$ cat src/rtl/mem_arbiter_pkg.sv
// mem_arbiter_pkg: shared bus widths, FSM encoding and master IDs for mem_arbiter.
package mem_arbiter_pkg;
    localparam int REG_W      = 32;
    localparam int MEM_TYPE_W = 3;
    localparam int CNT_W      = 8;

    typedef logic [REG_W-1:0]      reg_bus_t;
    typedef logic [MEM_TYPE_W-1:0] mem_type_t;

    typedef enum logic [1:0] {
        ARB_IDLE   = 2'd0,
        ARB_G_CORE = 2'd1,
        ARB_G_DBG  = 2'd2
    } arb_state_e;

    localparam logic ARB_CORE = 1'b0;
    localparam logic ARB_DBG  = 1'b1;
endpackage

$ cat src/rtl/mem_arbiter_timer.sv
// mem_arb_timer: saturating busy-cycle counter; o_timeout fires when the count reaches
// TIMEOUT_CYC during an enabled cycle. TIMEOUT_CYC = 0 disables it.
module mem_arb_timer
    import mem_arbiter_pkg::*;
#(
    parameter int unsigned TIMEOUT_CYC = 255
) (
    input  logic clk,
    input  logic rstn,
    input  logic i_clr,
    input  logic i_en,
    output logic o_timeout
);
    localparam logic [CNT_W-1:0] LIMIT = CNT_W'(TIMEOUT_CYC);
    localparam bit TO_EN = TIMEOUT_CYC != 0;

    logic [CNT_W-1:0] r_cnt;

    always_ff @(posedge clk or negedge rstn) begin
        if (!rstn)
            r_cnt <= '0;
        else if (i_clr)
            r_cnt <= '0;
        else if (i_en && r_cnt != '1)
            r_cnt <= r_cnt + 1'b1;
    end

    assign o_timeout = TO_EN && i_en && r_cnt == LIMIT;
endmodule

$ cat src/rtl/mem_arbiter.sv
// mem_arbiter: shares one memory port between the core and the debug path, one whole
// transaction per grant, with busy-timeout abort. MEM_ARB_RR_EN selects round-robin ties.
module mem_arbiter
    import mem_arbiter_pkg::*;
#(
    parameter int unsigned TIMEOUT_CYC = 255
) (
    input  logic      clk,
    input  logic      rstn,
    input  logic      c_rmem,
    input  logic      c_wmem,
    input  reg_bus_t  c_addr,
    input  reg_bus_t  c_wdata,
    input  mem_type_t c_type,
    input  logic      c_sign,
    output reg_bus_t  c_rdata,
    output logic      c_busy,
    output logic      c_err,
    input  logic      d_rmem,
    input  logic      d_wmem,
    input  reg_bus_t  d_addr,
    input  reg_bus_t  d_wdata,
    input  mem_type_t d_type,
    input  logic      d_sign,
    output reg_bus_t  d_rdata,
    output logic      d_busy,
    output logic      d_err,
    output logic      mem_rmem,
    output logic      mem_wmem,
    output reg_bus_t  mem_addr,
    output reg_bus_t  mem_wdata,
    output mem_type_t mem_type,
    output logic      mem_sign,
    input  reg_bus_t  mem_rdata,
    input  logic      mem_busy
);
    arb_state_e r_state, w_next;
    logic w_c_req, w_d_req, w_g_c, w_g_d, w_grant, w_req, w_pick_d, w_timeout;

    assign w_c_req = c_rmem | c_wmem;
    assign w_d_req = d_rmem | d_wmem;
    assign w_g_c   = r_state == ARB_G_CORE;
    assign w_g_d   = r_state == ARB_G_DBG;
    assign w_grant = w_g_c | w_g_d;
    assign w_req   = w_g_c ? w_c_req : w_d_req;

`ifdef MEM_ARB_RR_EN
    logic r_last;

    always_ff @(posedge clk or negedge rstn) begin
        if (!rstn)
            r_last <= ARB_CORE;
        else if (r_state == ARB_IDLE && (w_c_req || w_d_req))
            r_last <= w_pick_d ? ARB_DBG : ARB_CORE;
    end

    assign w_pick_d = w_d_req && (!w_c_req || r_last == ARB_CORE);
`else
    assign w_pick_d = w_d_req;
`endif

    // Only a still-requesting master waiting on the slave accumulates timeout cycles
    mem_arb_timer #(.TIMEOUT_CYC(TIMEOUT_CYC)) u_timer (
        .clk      (clk),
        .rstn     (rstn),
        .i_clr    (r_state == ARB_IDLE),
        .i_en     (w_grant && w_req && mem_busy),
        .o_timeout(w_timeout)
    );

    always_ff @(posedge clk or negedge rstn) begin
        if (!rstn)
            r_state <= ARB_IDLE;
        else
            r_state <= w_next;
    end

    always_comb begin
        w_next = r_state;
        if (r_state == ARB_IDLE)
            w_next = (w_c_req || w_d_req) ? (w_pick_d ? ARB_G_DBG : ARB_G_CORE) : ARB_IDLE;
        else if (!w_grant || !w_req || !mem_busy || w_timeout)
            w_next = ARB_IDLE;
    end

    always_comb begin
        mem_rmem  = w_g_c ? c_rmem  : w_g_d ? d_rmem  : 1'b0;
        mem_wmem  = w_g_c ? c_wmem  : w_g_d ? d_wmem  : 1'b0;
        mem_addr  = w_g_c ? c_addr  : w_g_d ? d_addr  : '0;
        mem_wdata = w_g_c ? c_wdata : w_g_d ? d_wdata : '0;
        mem_type  = w_g_c ? c_type  : w_g_d ? d_type  : '0;
        mem_sign  = w_g_c ? c_sign  : w_g_d ? d_sign  : 1'b0;
    end

    assign c_busy  = w_c_req && !(w_g_c && (!mem_busy || w_timeout));
    assign d_busy  = w_d_req && !(w_g_d && (!mem_busy || w_timeout));
    assign c_err   = w_g_c && w_timeout;
    assign d_err   = w_g_d && w_timeout;
    assign c_rdata = (w_g_c && !w_timeout) ? mem_rdata : '0;
    assign d_rdata = (w_g_d && !w_timeout) ? mem_rdata : '0;
endmodule
$ cat config.mk
export PLATFORM = sky130hd
export DESIGN_NAME = mem_arbiter
export DESIGN_NICKNAME = d
export VERILOG_FILES = /design/src/rtl/mem_arbiter_pkg.sv /design/src/rtl/mem_arbiter_timer.sv /design/src/rtl/mem_arbiter.sv
export SDC_FILE = /design/constraint.sdc
export NUM_CORES = 1
export LEC_CHECK = 0
export CORE_AREA = 2 2 122 124
export DETAILED_ROUTE_END_ITERATION = 10
export DIE_AREA = 0 0 124 126
export GPL_TIMING_DRIVEN = 0
export PLACE_DENSITY = 0.66
export SLEW_MARGIN = 0
export SYNTH_ARGS = -nofsm -noshare
export SYNTH_HDL_FRONTEND = slang
export SYNTH_SLANG_ARGS = --single-unit
$ cat constraint.sdc
create_clock -name clk -period 2.05 [get_ports clk]
set_input_delay 0.41 -clock clk [delete_from_list [all_inputs] [get_ports clk]]
set_output_delay 0.41 -clock clk [all_outputs]
set_load 0.01 [all_outputs]
==> flow_metrics.py <==
metrics = {
    "timing": {
        "finalSetupViolations": 138,
        "tightest_slew_ns": 0.484,
        "fmax_mhz": 414,
        "fin_crit_sh_pct": 118,
        "hold_slack_ns": 0.499,
        "skew_ns": 0.00103,
        "final-hold-violation-count": 0,
        "period_needed_ns": 2.41,
        "rsz0062_at_grt": "true",
        "relSlewSlack_pct": 67.6,
        "final.setup.worst_slack_ns": -0.364,
        "drv_slew": 0,
    },
    "grt": {
        "grt_max_degree": 11,
        "grt_pass1_wl_mm": 20.6,
        "antenna_found_initial": 2,
        "grt_overflow": 0,
        "grtUsageTotal_pct": 17.6,
        "grt_pass1_vias": 3430,
    },
    "power": {
        "powerDensity_mw_per_mm2": 773,
        "power_mw": 4.30,
        "irDropWorstVdd_mv": 0.446,
        "total_leakage_power_nw": 2.64,
    },
    "die": {
        "initial_core_util_pct": 13.0,
        "std_cell_rows": 44,
        "dieArea_mm2": 0.0156,
        "io_pins": 313,
        "core-area_mm2": 0.0143,
        "die_x_um": 124,
        "die_h_um": 126,
    },
    "layout": {
        "drive_above_1_share_pct": 42.2,
        "final_cells": 764,
        "syn_to_final_growth_pct": 198,
        "nets": 758,
        "fillerInstances": 1442,
    },
    "synthesis": {
        "synth_cell_type_count": 29,
        "ys_warn_count": 0,
        "yosysSeqAreaShare_pct": 13.4,
        "synthTopCellsByArea": "a22o_1 32%, and2_4 14%, dfrtp_1 13%",
        "synth_top_area_cell": "a22o_1",
        "synth_edf_count": 0,
        "netlist_area_mm2": 0.00187,
        "yosys_register_bits": 10,
        "synth_top_cell_area_share_pct": 31.9,
        "avgSynthCellArea_um2": 7.97,
        "synthCells": 234,
        "synth-async-reset-ratio_pct": 100,
        "synth.most_common_cell": "a22o_1",
        "synth_nets": 413,
        "synthFlopType": "dfrtp_1",
        "synth_common_cells": "68 x a22o_1, 34 x and2_1, 30 x and2_4, 14 x clkbuf_1",
    },
    "route": {
        "avgRoutedWirePerCell_um": 18.9,
        "wl_mm": 14.5,
        "vias_per_cell": 4.39,
        "vias": 3354,
        "dr.pass1.iters": 4,
        "drtIter0Drc": 65,
        "ant_nets": 0,
        "drc": 0,
    },
    "run_status": {
        "status": "finished with violations",
        "failed_checks": "setup timing",
    },
    "placement": {
        "hpwl_mm": 11.9,
        "io_buffers": 312,
        "gp_congestion": 0.898,
        "placedCellCount": 730,
        "dpl_worst_slack_ns": -1.38,
    },
    "clock_tree": {
        "clk_latency_ns": 0.24,
        "cts_root_buf": "clkbuf_16",
        "clkSlewWorstSetupHoldPaths_ns": 0.04,
        "cts-buffers-inserted": 3,
        "clock-sinks": 10,
        "clockBufferDepth": 2,
        "postCtsHoldBufs": 0,
        "cts.htree.levels": 1,
        "cts_tree": "yes",
    },
    "setup_path": {
        "crit_fanout": 8,
        "critPathArrivalTime_ns": 2.00,
        "slowest_delay_ns": 0.36,
        "reg2reg_slack_ns": 0.04,
        "crit_chain": "inv_2 -> ha_4 -> nand2_4 -> a211oi_4 -> a21oi_4 -> buf_12 -> clkbuf_16 -> and2_4 -> buf_2",
        "worstSetupEndpointType": "primary output",
        "critPathBufInv": 4,
        "critical-path-slowest-cell": "dfrtp_1",
        "crit_family": "buffers and inverters",
        "critPathLaunchType": "flop",
        "path_class": "reg2out",
        "cp.required_ns": 1.64,
    },
    "worst_hold_path": {
        "worstHoldPathType": "in2async",
    },
    "flow_run": {
        "cap_violations": 0,
    },
}
-- state kept, by name, indices dropped and copies added (netlist names) --
| signal | flops |
|---|---|
| u_timer.r_cnt | 8 |
| r_state | 2 |
-- kinds of logic after synthesis --
kind of cell	after synthesis	synth area share, %
compound gates	96	41.5
simple gates	94	34.9
buf+inv	30	7.51
flops	10	13.4
fa+ha+maj	4	2.68
-- worst paths after layout --
path | start | cells after the start | endpoint
worst max-delay path | r_state[0] | 9 | d_rdata[28]
worst min-delay path | rstn | 1 | u_timer.r_cnt[6]
worst max register to register | r_state[1] | 7 | u_timer.r_cnt[3]
worst min register to register | u_timer.r_cnt[7] | 2 | u_timer.r_cnt[7]
max in group asynchronous | rstn | 1 | u_timer.r_cnt[4]
min in group clk | u_timer.r_cnt[7] | 2 | u_timer.r_cnt[7]
-- power by group --
group	total (mW)	leakage [nW]	internal (mW)	switching [mW]
clock network	0.399	0.0442	0.295	0.104
logic	3.66	2.46	2.00	1.66
registers	0.236	0.137	0.219	0.0170
total	4.30	2.64	2.51	1.79
-- stage by stage --
step                      instance area [µm²]  setup TNS, ns  util, %
after global routing                     5550         -39.75     38.8
after detailed placement                 5220        -133.80     36.5
after floorplan                          1870          -1.21        -
after CTS                                5620         -35.21     39.3
final                                    5560         -30.34     38.8
after global placement                   5220        -132.06     36.5
-- cell usage in the layout, fill, tap and decap left out, types with 2 or more instances in the layout --
cell type	count
a21oi_1	8
a22o_1	68
and2_1	21
and2_4	43
buf_12	2
buf_2	65
buf_4	21
buf_6	42
buf_8	7
clkbuf_16	6
clkbuf_2	25
clkbuf_8	10
clkdlybuf4s15_1	3
clkdlybuf4s15_2	2
clkdlybuf4s50_1	169
dfrtp_1	10
diode_2	2
dlygate4sd2_1	15
ha_4	4
inv_1	2
inv_2	2
nand2_1	6
nand3_1	6
nor2_1	2
nor2_4	2
nor3_4	2
o21ai_0	4
o21ai_1	2
o31ai_1	2
o41ai_1	4
or3_1	2
or4_1	4
-- metal layers --
metal / up-vias / wire (µm) / track usage [%]
li1: 1580 / - / -
met3: 14 / 1280 / 4.39
met2: 185 / 7590 / 32.4
met5: - / 0 / 0
met1: 1575 / 5350 / 20.3
met4: 0 / 243 / 3.70
-- layout make-up --
cell class | instances | area (µm²) | area share, %
timing repair buffer | 342 | 2990 | 53.8
multi-input combinational | 194 | 1650 | 29.7
buffer | 23 | 322 | 5.79
sequential | 10 | 250 | 4.50
tap | 184 | 230 | 4.14
clock buffer | 4 | 88.8 | 1.60
inverter | 5 | 21.3 | 0.383
antenna | 2 | 5.00 | 0.0901
-- repair_timing --
item                       4_1_cts  5_1_grt
hold endpoints to repair         0        0
cloned                           5        0
pin swaps                       33        8
resized for setup              551      101
setup buffers                   25        2
setup endpoints to repair      139      142
(Power assumes the default switching activity.)
